[src/rtl/cp0_pkg.sv]
// Shared CP0 definitions: register addresses, SR/Cause field positions and
// exception codes used by the exception controller and its helpers.
package cp0_pkg;

    localparam logic [4:0] CP0_COUNT   = 5'd9;
    localparam logic [4:0] CP0_COMPARE = 5'd11;
    localparam logic [4:0] CP0_SR      = 5'd12;
    localparam logic [4:0] CP0_CAUSE   = 5'd13;
    localparam logic [4:0] CP0_EPC     = 5'd14;
    localparam logic [4:0] CP0_PRID    = 5'd15;

    localparam int SR_IE_BIT     = 0;
    localparam int SR_EXL_BIT    = 1;
    localparam int SR_IM_LSB     = 10;
    localparam int CAUSE_IP_LSB  = 10;
    localparam int CAUSE_BD_BIT  = 31;
    localparam int EXCCODE_LSB   = 2;

    typedef enum logic [4:0] {
        EXC_INT  = 5'd0,
        EXC_ADEL = 5'd4,
        EXC_ADES = 5'd5,
        EXC_RI   = 5'd10,
        EXC_OV   = 5'd12
    } exc_code_e;

    function automatic logic [31:0] word_align(input logic [31:0] addr);
        return addr & 32'hFFFF_FFFC;
    endfunction

endpackage

[src/rtl/cp0_irq_sense.sv]
// Per-line interrupt sensing: level lines pass straight through, edge lines
// latch a pending bit on a 0->1 transition that software clears via Cause.
module cp0_irq_sense #(
    parameter int         NUM_IRQ       = 6,
    parameter logic [5:0] IRQ_EDGE_MASK = 6'b000000
) (
    input  logic               clk,
    input  logic               reset,
    input  logic [NUM_IRQ-1:0] hw_int,
    input  logic [NUM_IRQ-1:0] clr,
    output logic [NUM_IRQ-1:0] ip
);

    localparam logic [NUM_IRQ-1:0] EDGE = IRQ_EDGE_MASK[NUM_IRQ-1:0];

    logic [NUM_IRQ-1:0] prev_q;
    logic [NUM_IRQ-1:0] pend_q;
    logic [NUM_IRQ-1:0] rise;

    assign rise = hw_int & ~prev_q;

    // A rising edge wins over a same-cycle clear, so the pending bit survives.
    always_ff @(posedge clk) begin
        if (reset) begin
            prev_q <= '0;
            pend_q <= '0;
        end else begin
            prev_q <= hw_int;
            pend_q <= ((pend_q & ~clr) | rise) & EDGE;
        end
    end

    assign ip = (EDGE & pend_q) | (~EDGE & hw_int);

endmodule

[src/rtl/cp0_exc_ctrl.sv]
// MEM-stage coprocessor 0: SR/Cause/EPC/PRId, interrupt vs exception
// arbitration and flush request. Define CP0_TIMER_EN to build Count/Compare.
module cp0_exc_ctrl
    import cp0_pkg::*;
#(
    parameter int          NUM_IRQ       = 6,
    parameter logic [5:0]  IRQ_EDGE_MASK = 6'b000000,
    parameter logic [31:0] TEXT_BASE     = 32'h0000_3000,
    parameter logic [31:0] TEXT_END      = 32'h0000_4180,
    parameter logic [31:0] PRID_VALUE    = 32'h2000_0217
) (
    input  logic               clk,
    input  logic               reset,
    input  logic [NUM_IRQ-1:0] hw_int,
    input  logic [4:0]         exc_code,
    input  logic               exc_bd,
    input  logic               md_busy,
    input  logic [31:0]        exc_pc,
    input  logic               eret,
    input  logic               mtc0_we,
    input  logic [4:0]         wr_addr,
    input  logic [31:0]        wr_data,
    input  logic [4:0]         rd_addr,
    output logic [31:0]        rd_data,
    output logic               irq_take,
    output logic [31:0]        epc
);

    logic [31:0]        sr_q;
    logic [31:0]        epc_q;
    logic               cause_bd_q;
    logic [NUM_IRQ-1:0] cause_ip_q;
    logic [4:0]         cause_exc_q;
    logic [31:0]        cause_val;

    logic [NUM_IRQ-1:0] ip_sense;
    logic [NUM_IRQ-1:0] ip;
    logic [NUM_IRQ-1:0] ip_clr;
    logic [NUM_IRQ-1:0] im;
    logic               exl;
    logic               ie;

    logic               int_req;
    logic               exc_req;
    logic               do_mtc0;

    logic [31:0]        pc_al;
    logic               in_window;
    logic [31:0]        epc_int;
    logic [31:0]        epc_exc;

    assign exl = sr_q[SR_EXL_BIT];
    assign ie  = sr_q[SR_IE_BIT];
    assign im  = sr_q[SR_IM_LSB +: NUM_IRQ];

    assign int_req  = (|(ip & im)) & ie & ~exl;
    assign exc_req  = (exc_code != 5'd0) & ~exl;
    assign irq_take = int_req | exc_req;

    // MTC0 only lands when nothing of higher priority claims the cycle.
    assign do_mtc0 = mtc0_we & ~irq_take & ~eret;
    assign ip_clr  = (do_mtc0 && wr_addr == CP0_CAUSE) ? ~wr_data[CAUSE_IP_LSB +: NUM_IRQ]
                                                       : '0;

    cp0_irq_sense #(
        .NUM_IRQ       (NUM_IRQ),
        .IRQ_EDGE_MASK (IRQ_EDGE_MASK)
    ) u_irq_sense (
        .clk    (clk),
        .reset  (reset),
        .hw_int (hw_int),
        .clr    (ip_clr),
        .ip     (ip_sense)
    );

`ifdef CP0_TIMER_EN
    logic [31:0] count_q;
    logic [31:0] compare_q;
    logic        timer_pend_q;
    logic        cmp_wr;

    assign cmp_wr = do_mtc0 && (wr_addr == CP0_COMPARE);

    always_ff @(posedge clk) begin
        if (reset) begin
            count_q      <= '0;
            compare_q    <= '0;
            timer_pend_q <= 1'b0;
        end else if (cmp_wr) begin
            compare_q    <= wr_data;
            count_q      <= '0;
            timer_pend_q <= 1'b0;
        end else begin
            count_q <= count_q + 32'd1;
            if (count_q == compare_q && compare_q != 32'd0)
                timer_pend_q <= 1'b1;
        end
    end

    // The timer shares the top interrupt line with the external request.
    always_comb begin
        ip              = ip_sense;
        ip[NUM_IRQ-1]   = ip_sense[NUM_IRQ-1] | timer_pend_q;
    end
`else
    assign ip = ip_sense;
`endif

    assign pc_al     = word_align(exc_pc);
    assign in_window = (pc_al >= TEXT_BASE) && (pc_al < TEXT_END);

    // An interrupt on an instruction whose mult/div already launched must
    // resume after it, otherwise the operation would be issued twice.
    always_comb begin
        epc_int = pc_al;
        epc_exc = pc_al;
        if (exc_bd) begin
            epc_int = pc_al - 32'd4;
            epc_exc = pc_al - 32'd4;
        end else if (exc_code == 5'd0 && md_busy) begin
            epc_int = pc_al + 32'd4;
        end
    end

    always_ff @(posedge clk) begin
        if (reset) begin
            sr_q        <= '0;
            epc_q       <= '0;
            cause_bd_q  <= 1'b0;
            cause_ip_q  <= '0;
            cause_exc_q <= '0;
        end else begin
            cause_ip_q <= ip;
            if (int_req) begin
                sr_q[SR_EXL_BIT] <= 1'b1;
                cause_exc_q      <= EXC_INT;
                cause_bd_q       <= exc_bd;
                if (in_window)
                    epc_q <= epc_int;
            end else if (exc_req) begin
                sr_q[SR_EXL_BIT] <= 1'b1;
                cause_exc_q      <= exc_code;
                cause_bd_q       <= exc_bd;
                if (in_window)
                    epc_q <= epc_exc;
            end else if (eret) begin
                sr_q[SR_EXL_BIT] <= 1'b0;
            end else if (mtc0_we) begin
                case (wr_addr)
                    CP0_SR:  sr_q  <= wr_data;
                    CP0_EPC: epc_q <= word_align(wr_data);
                    default: ;
                endcase
            end
        end
    end

    always_comb begin
        cause_val                              = '0;
        cause_val[CAUSE_BD_BIT]                = cause_bd_q;
        cause_val[CAUSE_IP_LSB +: NUM_IRQ]     = cause_ip_q;
        cause_val[EXCCODE_LSB +: 5]            = cause_exc_q;
    end

    // Reads see pre-edge state; there is no bypass from a same-cycle MTC0.
    always_comb begin
        rd_data = '0;
        case (rd_addr)
            CP0_SR:      rd_data = sr_q;
            CP0_CAUSE:   rd_data = cause_val;
            CP0_EPC:     rd_data = epc_q;
            CP0_PRID:    rd_data = PRID_VALUE;
`ifdef CP0_TIMER_EN
            CP0_COUNT:   rd_data = count_q;
            CP0_COMPARE: rd_data = compare_q;
`endif
            default:     rd_data = '0;
        endcase
    end

    assign epc = epc_q;

endmodule

[config.mk]
export PLATFORM = sky130hd
export DESIGN_NAME = cp0_exc_ctrl
export DESIGN_NICKNAME = d
export VERILOG_FILES = /design/src/rtl/cp0_pkg.sv /design/src/rtl/cp0_irq_sense.sv /design/src/rtl/cp0_exc_ctrl.sv
export SDC_FILE = /design/constraint.sdc
export NUM_CORES = 1
export LEC_CHECK = 0
export ABC_AREA = 1
export ABC_CLOCK_PERIOD_IN_PS = 1500
export CORE_ASPECT_RATIO = 0.6
export CORE_MARGIN = 1.5
export CORE_UTILIZATION = 44
export CTS_BUF_LIST = sky130_fd_sc_hd__clkbuf_8
export DETAILED_ROUTE_END_ITERATION = 10
export PLACE_DENSITY = 0.79
export SLEW_MARGIN = 0
export SYNTH_ARGS = -nofsm -noshare
export SYNTH_HDL_FRONTEND = slang
export SYNTH_SLANG_ARGS = --single-unit
export TNS_END_PERCENT = 30
[constraint.sdc]
create_clock -name clk -period 1.5 [get_ports clk]
set_input_delay 0.3 -clock clk [delete_from_list [all_inputs] [get_ports clk]]
set_output_delay 0.3 -clock clk [all_outputs]
set_load 0.05 [all_outputs]
==> flow_summary.yaml, run 1 <==
yosys:
  async_reset_ff_frac: 0
  ys_seq_area_frac: 0.296
  synthDistinctLibCells: 43
  synth-edff-count: 0
  synth_ff_type: "dfxtp_1"
  synth_area_mm2: 0.00500
  ys_ff_latch: 74
  ys_warn_count: 0
  syn_inst: 825
  synth_area_per_cell_um2: 6.07
power_and_ir_drop:
  power_density_mw_per_mm2: 567
  vdd_drop_max_v: 0.000580
  leakagePower_uw: 0.00429
  power_uw: 5390
routing:
  totalWireLength_um: 27600
  drc_errors: 21
  postRouteAntennaNets: 0
  routedWlPerCell_um: 22.3
  routed_via_density: 6.29
  drt_iter0_drc: 1293
  vias: 7796
  drtPass1Iterations: 11
clock_network:
  cts-root-buf: "clkbuf_8"
  clock_path_buffers: 2
  clkTransAtPathRegs_ps: 90
  htree_levels: 3
  clk_latency_ps: 380
  cts_buffers: 9
  clkSinkCount: 74
  cts_tree: "yes"
  cts_hold_buf: 0
grt:
  grt_usage: 0.367
  grt_pass1_vias: 6634
  grt_pass1_wl_um: 34400
  grt_overflow: 0
  antenna_found_initial: 0
  grt_max_degree: 43
timing:
  rsz0062_at_grt: "true"
  setup_viol: 95
  finalCritPeriodShare: 1.51
  drv_slew: 0
  layout_min_cycle_time_ps: 2260
  hold_viol: 0
  clock.fmax_mhz: 442
  layout_setup_ws_ps: -761
  fin_skew_ps: 9.41
floorplan:
  dieArea_mm2: 0.0120
  ios: 156
  fp.coreArea_mm2: 0.0108
  die_x_um: 141
  die_h_um: 85.6
  num_rows: 29
  start_util: 0.463
setup_path:
  start_kind: "input pin"
  path_max_fanout: 4
  cp_num_buf_inv: 3
  cpLargestDelayFamily: "simple AND/OR/NAND/NOR gates"
  crit_arrival_ps: 2570
  crit_chain: "clkdlybuf4s50_1 -> buf_4 -> nor2_1 -> and2_1 -> nand2_1 -> nor2_1 -> nand2_1 -> nand2_1 -> nand3_1 -> nand2_1 -> nand2_1 -> inv_1 -> nand2_1 -> a21oi_1"
  critPathMaxStageDelay_ps: 490
  cp_slowest_cell: "clkdlybuf4s50_1"
  crit_top_cell: "nand2_1"
  critPathRequiredTime_ps: 1810
  cp-end-kind: "flip-flop"
  path_class: "input pin to flip-flop"
finish:
  regArea_mm2: 0.00149
  final_nets: 1189
  drive_gt1_frac: 0.359
  antenna_cells: 0
  multiInputGateArea_mm2: 0.00357
  nFillCells: 482
  syn2layout_area_growth_pct: 90.0
job:
  maxCapViolations: 0
placed_design:
  gp_congestion: 0.966
  dpl.hpwl_um: 14900
  dp_slack_ps: -801
  portBuffers: 151
run_status:
  status: "finished with violations"
  violations: "DRC, setup timing"
min_path:
  hold_class: "input pin to flip-flop"
-- cells in the mapped netlist, drive strengths merged (3+ instances only) --
cell    count  area, um2
a21oi      74        378
a31oi       3       18.8
buf        30        209
clkbuf     16       61.3
dfxtp      74       1480
inv       101        382
nand2     193        739
nand3      49        265
nand4      16        106
nor2      120        485
nor3        8       40.0
o211ai     16        120
o21ai      92        460
or2         5       31.3
xnor2       3       26.3
xor2        8       70.1
-- cell families after synthesis --
| kind of cell | after synthesis | synth area share |
|---|---|---|
| xor gates and xnor gates | 11 | 0.0193 |
| and+or+nand+nor | 397 | 0.342 |
| adders and majority gates | 2 | 0.00500 |
| other | 1 | 0.000749 |
| buffers and inverters | 148 | 0.131 |
| DFF | 74 | 0.296 |
| AOI/OAI and AO/OA | 192 | 0.207 |
-- report_power, final --
part | total, uW | switching (uW) | internal (uW)
Combinational | 1360 | 739 | 618
Sequential | 2020 | 23.7 | 1990
Clock | 2020 | 867 | 1150
-- worst reg2reg max path, cell delays in order (launching register included) --
cell and delay, ps:
dfxtp_1 340, nand2_1 70, inv_1 40, nor2_1 130, nand2_2 120, nand2_4 100
buf_4 190, nand2_1 140, buf_4 190, a21oi_1 190, nand2_1 120, nand2_1 110
inv_1 80, nand2_1 120, a21oi_1 90
-- state kept, by name, summed over array words and instances, names as in the netlist --
register	cells
sr_q	32
epc	30
cause_ip_q	6
cause_exc_q	5
cause_bd_q	1
-- metal layers --
metal,wire length (um),GRT usage,up-vias
li1,-,-,3223
met1,9600,0.472,3475
met2,11600,0.582,837
met3,4380,0.126,261
met4,2040,0.117,0
met5,0,0,-
-- stage by stage --
step	std cells	utilization	instance area [um2]	setup TNS, ps	hold WS (ps)
floorplan	826	-	5110	-7230	369
global placement	1201	0.758	8200	-62410	439
detailed placement	1201	0.758	8200	-65710	444
CTS	1229	0.833	9010	-17070	273
global route	1240	0.879	9510	-30130	256
finish	1240	0.879	9510	-25970	253
-- path summary, 6_finish.rpt --
path	end	start	cells past startpoint	slack (ps)
worst max-delay path	epc[29]$_SDFFE_PP0P_	exc_pc[14]	14	-760
worst min register to register	sr_q[17]$_SDFFE_PP0P_	sr_q[17]$_SDFFE_PP0P_	2	480
worst max register to register	epc[29]$_SDFFE_PP0P_	sr_q[13]$_SDFFE_PP0P_	14	-640
worst min-delay path	cause_ip_q[3]$_SDFF_PP0_	hw_int[3]	3	250
-- layout make-up --
cell class / count / share of cell area
repair buffers: 304 / 0.379
multi-input cells: 604 / 0.376
flip-flops and latches: 74 / 0.156
inverters: 102 / 0.0426
well taps: 139 / 0.0183
clock buffers: 10 / 0.0145
clock inverters: 6 / 0.0120
repair inverters: 1 / 0.000921
-- cells in the final DEF, fill, tap and decap left out, drive strengths merged, types with 2 or more instances in the layout --
cell	count
clkdlybuf4s50	61
bufinv	3
nor2	120
a21oi	74
o2111ai	2
clkinv	2
nand3b	2
buf	216
o21ai	92
dlymetal6s2s	15
o211ai	16
nor3	8
xnor2	3
and2	2
dfxtp	74
nand3	49
nand2	193
ha	2
clkbuf	15
inv	102
o21bai	2
or2	5
dlygate4sd2	7
nand4	16
xor2	8
clkinvlp	2
a31oi	3
conb	2
-- what timing repair did --
action                                  in CTS  in global routing
endpoints found under the setup margin      95                 98
cloned                                       2                  5
resized for setup                          167                105
pin swaps                                   23                 29
buffers inserted                            10                  6
No activity file was read; power rests on OpenSTA's default activity.
==> run 2, diff against run 1 <==
SKIP_CTS_REPAIR_TIMING = 1   (was default)
==> flow_summary.yaml, run 2 (synthesized netlist as in run 1, its figures left out) <==
placed_design:
  dpl.hpwl_um: 14900
  gp_congestion: 0.966
  portBuffers: 151
  dp.cells: 1201
finish:
  syn2layout_area_growth_pct: 84.8
  layout_common_cells: "165 x nand2_1, 128 x buf_4, 96 x nor2_1"
  drive_gt1_frac: 0.326
  utilization: 0.855
  final_nets: 1185
  layout_commonest_cell: "nand2_1"
  largest_reg_flops: 32
  stdcell_count: 1237
  largest-register: "sr_q"
setup_path:
  path_max_fanout: 9
  cp-end-kind: "flip-flop"
  start_kind: "flip-flop"
  reg2reg_to: "epc[9]$_SDFFE_PP0P_"
  path_class: "flip-flop to flip-flop"
  r2r_cells: 14
  r2r_slack_ps: -540
  critPathRequiredTime_ps: 1770
  crit_arrival_ps: 2300
  r2r_start: "sr_q[10]$_SDFFE_PP0P_"
timing:
  rsz0062_at_grt: "true"
  clock.fmax_mhz: 491
  drv_slew: 0
  layout_min_cycle_time_ps: 2040
  finalCritPeriodShare: 1.36
  fin_skew_ps: 7.05
  setup_viol: 95
  hold_viol: 0
  whs_ps: 174
  layout_setup_ws_ps: -536
floorplan:
  start_util: 0.463
  die_h_um: 85.6
  ios: 156
  dieArea_mm2: 0.0120
  fp.coreArea_mm2: 0.0108
  die_x_um: 141
  num_rows: 29
power_and_ir_drop:
  vdd_drop_max_v: 0.000528
  power_switching_uw: 1510
  swShare: 0.286
  power_frac_clock: 0.374
  intPower_uw: 3760
  combinationalPowerShare: 0.244
  seqPwrFrac: 0.382
  power_density_mw_per_mm2: 570
  leakagePower_uw: 0.00403
routing:
  drt_iter0_drc: 1010
  wl_met2_um: 10300
  top_layer: "met4"
  wl_met1_um: 9300
  routedWlPerCell_um: 19.4
  drc_errors: 0
  postRouteAntennaNets: 0
  totalWireLength_um: 24000
  vias: 7221
  routed_via_density: 5.84
  drtPass1Iterations: 8
  wl_met3_um: 3310
grt:
  grt_pass1_vias: 6005
  grt_usage: 0.318
  grt_max_degree: 43
  grt_overflow: 0
  antenna_found_initial: 1
  grt_pass1_wl_um: 30100
clock_network:
  clkSinkCount: 74
  clk_latency_ps: 380
  cts_buffers: 9
  cts_tree: "yes"
  clkTransAtPathRegs_ps: 80
  htree_levels: 3
  clock_path_buffers: 2
  cts-root-buf: "clkbuf_8"
job:
  maxCapViolations: 0
min_path:
  min_to: "cause_ip_q[4]$_SDFF_PP0_"
  worstHoldStart: "hw_int[4]"
  min_path_cells: 3
  hold_class: "input pin to flip-flop"
run_status:
  violations: "setup timing"
  status: "finished with violations"
-- run 2: cell count changes in the layout (fill, tap and decap cells not counted), sizes merged --
cell	delta
inv	-1
clkbuf	+4
clkdlybuf4s50	+11
dlymetal6s2s	-4
dlygate4sd2	-7
diode	+1
buf	-7
-- run 2: final cells by class --
| class | count | area (um2) |
|---|---|---|
| Antenna cell | 1 | 2.50 |
| Inverter | 102 | 398 |
| Timing Repair Buffer | 301 | 3540 |
| Sequential cell | 74 | 1490 |
| Clock inverter | 6 | 114 |
| Multi-Input combinational cell | 604 | 3400 |
| Tap cell | 139 | 174 |
| Fill cell | 561 | 1560 |
| Clock buffer | 10 | 138 |
-- run 2: layer usage --
metal  vias up  GRT usage
met3       121      0.109
met1      3286      0.430
met4         0     0.0644
met5         -          0
li1       3213          -
met2       601      0.494
-- run 2: how the worst max path moves through the flow --
stage,slack [ps],endpoint,startpoint
6_report,-540,epc[9]$_SDFFE_PP0P_,sr_q[10]$_SDFFE_PP0P_
3_5_place_dp,-800,epc[2]$_SDFFE_PP0P_,mtc0_we
4_1_cts,-710,rd_data[14],rd_addr[3]
5_1_grt,-550,epc[9]$_SDFFE_PP0P_,sr_q[10]$_SDFFE_PP0P_
3_3_place_gp,-780,epc[19]$_SDFFE_PP0P_,hw_int[1]
2_1_floorplan,-310,rd_data[29],rd_addr[3]
-- run 2: metrics by stage --
step,worst slack (ps),power [uW],cell area (um2),setup TNS (ps)
finish,-536,5270,9250,-25670
global route,-548,5420,9250,-29730
CTS,-708,5070,8450,-41880
detailed placement,-801,3160,8200,-65710
global placement,-782,3140,8200,-62410
floorplan,-309,2520,5110,-7230
-- run 2: worst max-delay path, cell delays in order (launching register included) --
cell and delay [ps]:
dfxtp_2 330, nand2_2 60, nand2_1 60, nor2_1 160
nand2_2 110, nand2_2 110, nand2_4 100, buf_4 150
nand2_2 100, nand2_4 90, buf_4 190, o21ai_0 220
inv_1 90, nand2_1 100, inv_1 50
-- run 2: power by group through the flow --
stage | clock [uW] | sequential [uW] | combinational [uW]
6_report | 1970 | 2010 | 1290
5_1_grt | 2050 | 2010 | 1350
4_1_cts | 1940 | 2010 | 1120
3_5_place_dp | 0 | 2050 | 1110
3_3_place_gp | 0 | 2050 | 1090
2_1_floorplan | 0 | 2060 | 460
